[src/rtl/us_arp_rx.sv]
// -----------------------------------------------------------------------------
// us_arp_rx
// ARP receive parser for the 10G UDP stack. Consumes 64-bit AXI-Stream
// Ethernet frames, validates ARP packets addressed to this host and reports
// each accepted request/reply with a one-cycle pulse plus the sender MAC/IP.
//
// Ports
//   rx_axis_aclk        clock
//   rx_axis_aresetn     asynchronous active-low reset
//   arp_rx_axis_*       AXI-Stream sink (tdata/tkeep/tvalid/tlast, tready out)
//   local_mac_addr      own MAC (quasi-static)
//   local_ip_addr       own IP (quasi-static)
//   recv_src_mac_addr   SHA of the last accepted ARP packet
//   recv_src_ip_addr    SPA of the last accepted ARP packet
//   arp_request_valid   pulse: accepted request (OPER=1)
//   arp_reply_valid     pulse: accepted reply (OPER=2)
//   arp_rx_error        pulse: malformed ARP frame
// -----------------------------------------------------------------------------
module us_arp_rx (
    input  logic        rx_axis_aclk,
    input  logic        rx_axis_aresetn,
    input  logic [63:0] arp_rx_axis_tdata,
    input  logic [7:0]  arp_rx_axis_tkeep,
    input  logic        arp_rx_axis_tvalid,
    input  logic        arp_rx_axis_tlast,
    output logic        arp_rx_axis_tready,
    input  logic [47:0] local_mac_addr,
    input  logic [31:0] local_ip_addr,
    output logic [47:0] recv_src_mac_addr,
    output logic [31:0] recv_src_ip_addr,
    output logic        arp_request_valid,
    output logic        arp_reply_valid,
    output logic        arp_rx_error
);

    typedef enum logic [1:0] {
        ST_PARSE = 2'd0,
        ST_TAIL  = 2'd1,
        ST_DROP  = 2'd2
    } state_t;

    state_t      state_q, state_d;
    logic [2:0]  beat_cnt_q, beat_cnt_d;
    logic [47:0] sha_q, sha_d;
    logic [31:0] spa_q, spa_d;
    logic [31:0] tpa_q, tpa_d;
    logic        is_req_q, is_req_d;
    logic        hdr_bad_q, hdr_bad_d;
    logic        tready_q, tready_d;
    logic        req_q, req_d;
    logic        rep_q, rep_d;
    logic        err_q, err_d;
    logic [47:0] recv_mac_q, recv_mac_d;
    logic [31:0] recv_ip_q, recv_ip_d;

    // Only tkeep[1:0] on beat 5 matters; the remaining enables are don't-care.
    logic unused_keep;
    assign unused_keep = ^arp_rx_axis_tkeep[7:2];

    // Byte i of the current beat.
    logic [7:0] b [8];
    generate
        for (genvar gi = 0; gi < 8; gi++) begin : g_bytes
            assign b[gi] = arp_rx_axis_tdata[8*gi +: 8];
        end
    endgenerate

    logic        beat;
    logic [47:0] da;
    logic [15:0] w01, w45, w67;
    logic        early_rej;
    logic        bad_now;
    logic        truncated;

    assign beat = arp_rx_axis_tvalid & tready_q;
    assign da   = {b[0], b[1], b[2], b[3], b[4], b[5]};
    assign w01  = {b[0], b[1]};
    assign w45  = {b[4], b[5]};   // ethertype on beat 1, OPER on beat 2
    assign w67  = {b[6], b[7]};   // HTYPE on beat 1

    always_comb begin
        state_d    = state_q;
        beat_cnt_d = beat_cnt_q;
        sha_d      = sha_q;
        spa_d      = spa_q;
        tpa_d      = tpa_q;
        is_req_d   = is_req_q;
        hdr_bad_d  = hdr_bad_q;
        tready_d   = 1'b1;
        req_d      = 1'b0;
        rep_d      = 1'b0;
        err_d      = 1'b0;
        recv_mac_d = recv_mac_q;
        recv_ip_d  = recv_ip_q;
        early_rej  = 1'b0;
        bad_now    = hdr_bad_q;
        truncated  = 1'b0;

        if (beat) begin
            if (state_q == ST_PARSE) begin
                case (beat_cnt_q)
                    3'd0: early_rej = (da != local_mac_addr) && (da != 48'hFFFF_FFFF_FFFF);
                    3'd1: begin
                        early_rej = (w45 != 16'h0806);
                        bad_now   = bad_now | (w67 != 16'h0001);
                    end
                    3'd2: begin
                        bad_now = bad_now | (w01 != 16'h0800) | (b[2] != 8'd6) |
                                  (b[3] != 8'd4) | ((w45 != 16'd1) && (w45 != 16'd2));
                        is_req_d      = (w45 == 16'd1);
                        sha_d[47:32]  = {b[6], b[7]};
                    end
                    3'd3: begin
                        sha_d[31:0] = {b[0], b[1], b[2], b[3]};
                        spa_d       = {b[4], b[5], b[6], b[7]};
                    end
                    3'd4: tpa_d[31:16] = {b[6], b[7]};
                    3'd5: begin
                        tpa_d[15:0] = {b[0], b[1]};
                        // TPA's last two bytes must actually be present.
                        truncated   = arp_rx_axis_tlast && (arp_rx_axis_tkeep[1:0] != 2'b11);
                    end
                    default: ;
                endcase
                if (arp_rx_axis_tlast && (beat_cnt_q < 3'd5)) begin
                    truncated = 1'b1;
                end
                if (early_rej) begin
                    state_d = ST_DROP;
                end else if (beat_cnt_q == 3'd5) begin
                    state_d = ST_TAIL;
                end
            end

            beat_cnt_d = (beat_cnt_q == 3'd6) ? 3'd6 : beat_cnt_q + 3'd1;
            hdr_bad_d  = bad_now;

            // Single decision point per frame; uses the values just captured.
            if (arp_rx_axis_tlast) begin
                state_d    = ST_PARSE;
                beat_cnt_d = 3'd0;
                hdr_bad_d  = 1'b0;
                if ((state_q != ST_DROP) && !early_rej) begin
                    if (truncated || bad_now) begin
                        err_d = 1'b1;
                    end else if (tpa_d == local_ip_addr) begin
                        req_d      = is_req_d;
                        rep_d      = ~is_req_d;
                        recv_mac_d = sha_d;
                        recv_ip_d  = spa_d;
                    end
                end
            end
        end
    end

    always_ff @(posedge rx_axis_aclk or negedge rx_axis_aresetn) begin
        if (!rx_axis_aresetn) begin
            state_q    <= ST_PARSE;
            beat_cnt_q <= 3'd0;
            sha_q      <= '0;
            spa_q      <= '0;
            tpa_q      <= '0;
            is_req_q   <= 1'b0;
            hdr_bad_q  <= 1'b0;
            tready_q   <= 1'b0;
            req_q      <= 1'b0;
            rep_q      <= 1'b0;
            err_q      <= 1'b0;
            recv_mac_q <= '0;
            recv_ip_q  <= '0;
        end else begin
            state_q    <= state_d;
            beat_cnt_q <= beat_cnt_d;
            sha_q      <= sha_d;
            spa_q      <= spa_d;
            tpa_q      <= tpa_d;
            is_req_q   <= is_req_d;
            hdr_bad_q  <= hdr_bad_d;
            tready_q   <= tready_d;
            req_q      <= req_d;
            rep_q      <= rep_d;
            err_q      <= err_d;
            recv_mac_q <= recv_mac_d;
            recv_ip_q  <= recv_ip_d;
        end
    end

    assign arp_rx_axis_tready = tready_q;
    assign arp_request_valid  = req_q;
    assign arp_reply_valid    = rep_q;
    assign arp_rx_error       = err_q;
    assign recv_src_mac_addr  = recv_mac_q;
    assign recv_src_ip_addr   = recv_ip_q;

endmodule

[config.mk]
export PLATFORM = sky130hd
export DESIGN_NAME = us_arp_rx
export DESIGN_NICKNAME = d
export VERILOG_FILES = /design/src/rtl/us_arp_rx.sv
export SDC_FILE = /design/constraint.sdc
export NUM_CORES = 1
export LEC_CHECK = 0
export CORE_MARGIN = 3
export CORE_UTILIZATION = 52
export CTS_BUF_LIST = sky130_fd_sc_hd__clkbuf_4 sky130_fd_sc_hd__clkbuf_8
export DETAILED_ROUTE_END_ITERATION = 10
export PLACE_DENSITY = 0.8
export SETUP_SLACK_MARGIN = 0.15
export SLEW_MARGIN = 20
export SYNTH_ARGS = -nofsm -noshare
export SYNTH_HDL_FRONTEND = slang
export SYNTH_SLANG_ARGS = --single-unit
[constraint.sdc]
create_clock -name rx_axis_aclk -period 4.2 [get_ports rx_axis_aclk]
set_input_delay 1.05 -clock rx_axis_aclk [delete_from_list [all_inputs] [get_ports rx_axis_aclk]]
set_output_delay 1.05 -clock rx_axis_aclk [all_outputs]
set_load 0.01 [all_outputs]
# After elaboration in Yosys (flattened, before gate mapping)
# Cells that the tools add are included.
word_totals:
  ff_bits: 203
  inputBits: 156
  out_inout_bits: 84
op_classes:
  add_sub_neg: 1
  reduce_logical: 13
  n_eq_ne: 19
  muxes: 45
  n_bitwise: 8
  n_lt_le_gt_ge: 1
op_table:
  columns: ["op", "count"]
  rows:
  - ["$mux 32", 5]
  - ["$mux 16", 3]
  - ["$mux 48", 1]
  - ["$ne 48x48->1", 1]
  - ["$ne 48x48->1 const B", 1]
  - ["$eq 32x32->1", 1]
  - ["$ne 16x1->1 const B", 2]
  - ["$ne 16x12->1 const B", 2]
  - ["$mux 1", 28]
  - ["$eq 16x1->1 const B", 1]
  - ["$ne 16x2->1 const B", 1]
  - ["$ne 8x3->1 const B", 2]
  - ["$eq 3x3->1 const B", 3]
  - ["$mux 2", 4]
  - ["$eq 3x2->1 const B", 2]
  - ["$mux 3", 2]
  - ["$logic_and 1x1->1", 5]
  - ["$or 1x1->1", 5]
  - ["$reduce_and 5->1", 1]
  - ["$ne 2x2->1 const B", 2]
  - ["$pmux 1 s2", 2]
  - ["$add 3x1->3 const B", 1]
  - ["$eq 3x1->1 const B", 1]
  - ["$logic_not 3->1", 1]
  - ["other kinds (9)", 10]

# Depth between registers and ports, before layout
depth:
  word_depth: 13
  ltp_mapped: 12
  mapped_depth_nobuf: 9

# Least setup slack after synthesis
# Ideal clock, no wire load.
synth_path:
  path_type: "input-to-reg"
  start: "in arp_rx_axis_tdata[10]"
  end: "reg recv_ip_q[14] (netlist: recv_src_ip_addr[14])"
  arrival_ns: 3.227
  setup_ns: 0.125
  setup_slack_ns: 0.849
  path_buffers: 2
  cell_stages: 9
  path_cell_list: "clkbuf_1 -> nor4_1 -> nand3_1 -> nor4_1 -> nor2_1 -> a211o_1 -> nor3_4 -> buf_6 -> mux2_2"
synth_between:
  elab_chain_len: 11
  elab_cells_between_ends: 25
  cone_classes: "eq/ne (4); mux (11); bitwise (5); reduce/logical (5)"
synth_lines:
  columns: ["item", "line_no", "source"]
  rows:
  - ["from (decl)", "22", "input logic [63:0] arp_rx_axis_tdata,"]
  - ["$ne 16x12->1", "108", "bad_now = bad_now | (w01 != 16'h0800) | (b[2] != 8'd6) |"]
  - ["$or 1x1->1 (3 in series)", "108", null]
  - ["$or 1x1->1", "109", "(b[3] != 8'd4) | ((w45 != 16'd1) && (w45 != 16'd2));"]
  - ["$pmux 1 s2", "101", "case (beat_cnt_q)"]
  - ["$mux 1", "100", "if (state_q == ST_PARSE) begin"]
  - ["$mux 1", "99", "if (beat) begin"]
  - ["$logic_or 1x1->1", "144", "if (truncated || bad_now) begin"]
  - ["$not 1->1 (no source line)", null, null]
  - ["$reduce_and 5->1 (no source line) *", null, null]
  - ["to (signal assigned)", "185", "recv_ip_q <= recv_ip_d;"]
  - ["to (decl)", "54", "logic [31:0] recv_ip_q, recv_ip_d;"]
# Every way passes the cells marked *; elsewhere a longest branch is shown, timed or not. The select of a mux whose other input is x is not followed.
# A chain may end at the register's enable or synchronous reset.

# Final worst setup path
layout_path:
  start: "in arp_rx_axis_tdata[25]"
  end: "reg recv_mac_q[13] (netlist: recv_src_mac_addr[13])"
layout_between:
  elab_chain_len: 10
  elab_cells_between_ends: 19
  cone_classes: "eq/ne (3); mux (8); bitwise (3); reduce/logical (5)"
layout_lines:
  columns: ["item", "line_no", "source"]
  rows:
  - ["$ne 48x48->1", "102", "3'd0: early_rej = (da != local_mac_addr) && (da != 48'hFFFF_FFFF_FFFF);"]
  - ["$logic_and 1x1->1", "102", null]
  - ["$pmux 1 s2", "101", null]
  - ["$mux 1", "100", null]
  - ["$mux 1", "99", null]
  - ["$mux 1", "100", null]
  - ["$mux 1", "99", null]
  - ["$logic_not 1->1", "143", "if ((state_q != ST_DROP) && !early_rej) begin"]
  - ["$logic_and 1x1->1", "143", null]
  - ["$reduce_and 5->1 (no source line) *", null, null]
  - ["to (signal assigned)", "184", "recv_mac_q <= recv_mac_d;"]
  - ["to (decl)", "53", "logic [47:0] recv_mac_q, recv_mac_d;"]
# Marks and branches as above.

==> qor.txt <==
OUTCOME
--------------------------------------------------------------------------------------------------------
Run status ................................................................................ finished, final reports clean

CLOCKING
--------------------------------------------------------------------------------------------------------
Clock root buffer master ..................................................................     clkbuf_8
Resized cells post-CTS ....................................................................            0
Post-CTS clock slew at the launch and capture registers of the worst setup and hold paths .      0.06 ns
Cts hold-fix bufs .........................................................................            0
Max Root-Sink Buffers .....................................................................            3
CTS sink cnt ..............................................................................          203
CTS buffer count ..........................................................................           35
Htree depth ...............................................................................            2
Post-CTS Setup Bufs .......................................................................            0
Clock tree from TritonCTS .................................................................         done
Insertion delay of the later-clocked pin in the worst-skew pair ...........................      0.52 ns

YOSYS
--------------------------------------------------------------------------------------------------------
Synth Cell Area ...........................................................................   0.0103 mm2
Number of instances in the synthesized netlist ............................................          796
Total nets after synthesis ................................................................          957
EDFF count, synth .........................................................................            0
Yosys cell types ..........................................................................           53
Post-synthesis sequential area ratio ......................................................        49.2%
Mapped Avg Cell Area ......................................................................     13.0 um2
Synthesized flop and latch total ..........................................................          203
Main flop type after synthesis ............................................................      dfrtp_1
Synth async-reset ratio ...................................................................         100%
Warnings from Yosys .......................................................................            0

ROUTE
--------------------------------------------------------------------------------------------------------
Vias per std cell .........................................................................         5.65
Starting DRC count in detailed routing ....................................................          346
Final routed DRC violation total ..........................................................            0
Final wirelength ..........................................................................     29800 um
Per-cell routed wire length ...............................................................      21.5 um
Length of the first detailed-routing pass in iterations ...................................            5
Antenna Violating Nets Remaining ..........................................................            0
Total via count after detailed routing ....................................................         7834

POWER AND IR DROP
--------------------------------------------------------------------------------------------------------
Worst VDD drop ............................................................................     0.265 mV
Total power ...............................................................................    0.00585 W
Pwr dens ..................................................................................   414 mW/mm2
Lkg Pwr ...................................................................................      6.31 nW

SETUP PATH
--------------------------------------------------------------------------------------------------------
CP Cell Sequence .......................................................................... clkdlybuf4s50_1 > nor4_1 > buf_4 > nand4_1 > nor4_1 > buf_4 > nor2_1 > a211o_1 > nor3_4 > buf_4 > buf_12 > mux2_2
Cell type with the highest occurrence count on the critical path ..........................        buf_4
CP Capture Type ...........................................................................     register
Critical Path Source Type ................................................................. primary input
Slowest cell on crit path .................................................................       nor4_1
Required time worst endpoint ..............................................................      4.60 ns
Crit Path Max Fanout ......................................................................           16
Largest stage delay on the critical path ..................................................      0.48 ns
Crit Path Category ........................................................................    in -> reg
Arrival @ worst endpoint ..................................................................      4.14 ns

TIMING
--------------------------------------------------------------------------------------------------------
Setup Skew ................................................................................    0.0240 ns
Least-Margin Pin Slew .....................................................................     0.665 ns
Upper clock frequency limit ...............................................................      267 MHz
Final critical delay including setup and external delays ..................................      3.74 ns
Worst slew slack as a fraction of its limit ...............................................        55.7%
Setup repair after global routing missed its margin .......................................        false
Hold Violations, Final ....................................................................            0
Final setup violation count ...............................................................            0
Worst Hold Slack ..........................................................................     0.485 ns
Period Utilization, post-route ............................................................        89.1%
Count of final max-slew check failures ....................................................            0

FLOORPLAN
--------------------------------------------------------------------------------------------------------
Count of standard-cell rows ...............................................................           50
Starting utilization of the core area .....................................................        54.1%
Die boundary width ........................................................................       147 um
Floorplan die area ........................................................................   0.0216 mm2
Core area .................................................................................   0.0191 mm2
I/O Pins ..................................................................................          240
Die Span Y ................................................................................       147 um

CELLS AND AREA
--------------------------------------------------------------------------------------------------------
Most common cell after layout, fill and taps aside ........................................       mux2_2
Filler Cells Inserted .....................................................................         1291
Final non-filler cell total ...............................................................         1387
Final core occ ............................................................................        74.0%
Post-layout net count .....................................................................         1264
Ratio of cells with drive above 1 in the final layout .....................................        35.5%
Commonest cells after routing, fill and taps aside ........................................ mux2_2 (254), clkdlybuf4s50_1 (232), dfrtp_1 (203), buf_4 (72), xnor2_1 (60)
Area growth from synthesis to layout ......................................................        36.9%

WORST HOLD PATH
--------------------------------------------------------------------------------------------------------
Class of the tightest hold or removal check ...............................................   reg -> reg

PLACE
--------------------------------------------------------------------------------------------------------
Half-perimeter wire length after placement ................................................     21900 um
Placer's final routability congestion estimate ............................................        0.850
Cell Count Post-Placement .................................................................         1326
Port-buffer cells .........................................................................          233

GLOBAL ROUTING
--------------------------------------------------------------------------------------------------------
Total congestion overflow .................................................................            0
Global-route wire length before repair ....................................................     45900 um
Total global-route track usage ............................................................        27.1%
Via count of the first global-routing pass ................................................         8287
Antenna violations before repair ..........................................................            2
Pin count of the biggest net entering global routing ......................................           70

FLOW RUN
--------------------------------------------------------------------------------------------------------
Max-capacitance violation count ...........................................................            0

[metrics by stage]
stage | instance area (um2) | setup WS [ns] | setup TNS (ns)
CTS | 14100 | 0.484 | 0
floorplan | 10300 | 0.849 | 0
global route | 14100 | 0.332 | 0
finish | 14100 | 0.457 | 0
detailed placement | 13400 | -0.0456 | -1.10
global placement | 13400 | 0.0792 | 0
[metal layers]
metal	wire length (um)	GRT usage (%)	vias to the layer above
li1	-	-	3538
met1	12900	36.4	3971
met2	14100	43.7	273
met3	2010	6.91	50
met4	733	8.51	2
met5	9	0	-
[flip-flops by register name (all words and copies together) (netlist names), 2 cells and up]
name / flops
recv_src_mac_addr: 48
sha_q: 48
recv_src_ip_addr: 32
spa_q: 32
tpa_q: 32
beat_cnt_q: 3
state_q: 2
[worst paths after layout]
check / startpoint / end / slack [ns] / cells past startpoint
max: arp_rx_axis_tdata[25] / recv_src_mac_addr[13] / 0.46 / 12
min: tpa_q[3] / tpa_q[3] / 0.48 / 2
max reg2reg: beat_cnt_q[0] / recv_src_mac_addr[13] / 0.51 / 11
min reg2reg: tpa_q[3] / tpa_q[3] / 0.48 / 2
max in group asynchronous: rx_axis_aresetn / tpa_q[17] / 2.75 / 2
min in group asynchronous: rx_axis_aresetn / recv_src_mac_addr[36] / 0.50 / 1
[cells by family after synthesis]
group / synth area share [%]
muxes: 30.9
DFF: 49.2
and+or+nand+nor: 6.33
xor gates and xnor gates: 5.77
buffers and inverters: 3.10
AOI/OAI and AO/OA: 4.01
adders and majority gates: 0.606
other: 0.0363
[where the power goes]
group	switching, W	internal, W
clock network	0.000793	0.00104
logic	0.000580	0.000863
registers	0.000219	0.00236
total	0.00159	0.00426
[Yosys cell counts (all sizes together) (2+ instances only)]
cell     instances  area share (%)
a22oi            2            0.15
nor2b            4            0.24
and4bb           2            0.24
a41oi            2            0.17
nor4b            2            0.17
mux2i           24             2.3
nand4           27             1.6
buf             14             1.3
nand2           19            0.69
o22ai            5            0.30
ha               5            0.61
clkbuf          27            0.98
a221oi           2            0.17
xnor2           60             5.1
a222oi           2            0.19
a32oi            2            0.17
nor3             3            0.25
dfrtp          203              49
a21oi            5            0.24
a2111oi          4            0.34
o2bb2ai          3            0.25
mux2           262              29
and2             4            0.24
nor4            24             1.5
o21ai           14            0.68
nor2             8            0.29
nand3            9            0.44
a31oi            4            0.24
inv             22            0.80
nand2b           6            0.36
xor2             8            0.68
[worst max-delay path: cells and delay by family]
kind / cells / cell delay [ns]
mux: 1 / 0.34
buf+inv: 5 / 1.23
simple gates: 5 / 1.17
compound gates: 1 / 0.33
[area by class of cell]
class / instances / area (um2) / area share [%]
Clock buffer: 56 / 689 / 4.88
Timing Repair Buffer: 311 / 3000 / 21.2
Multi-Input combinational cell: 530 / 4930 / 34.9
Inverter: 22 / 82.6 / 0.585
Clock inverter: 4 / 20.0 / 0.142
Tap cell: 260 / 325 / 2.30
Antenna cell: 1 / 2.50 / 0.0177
Sequential cell: 203 / 5080 / 36.0
(Power assumes the default switching activity.)
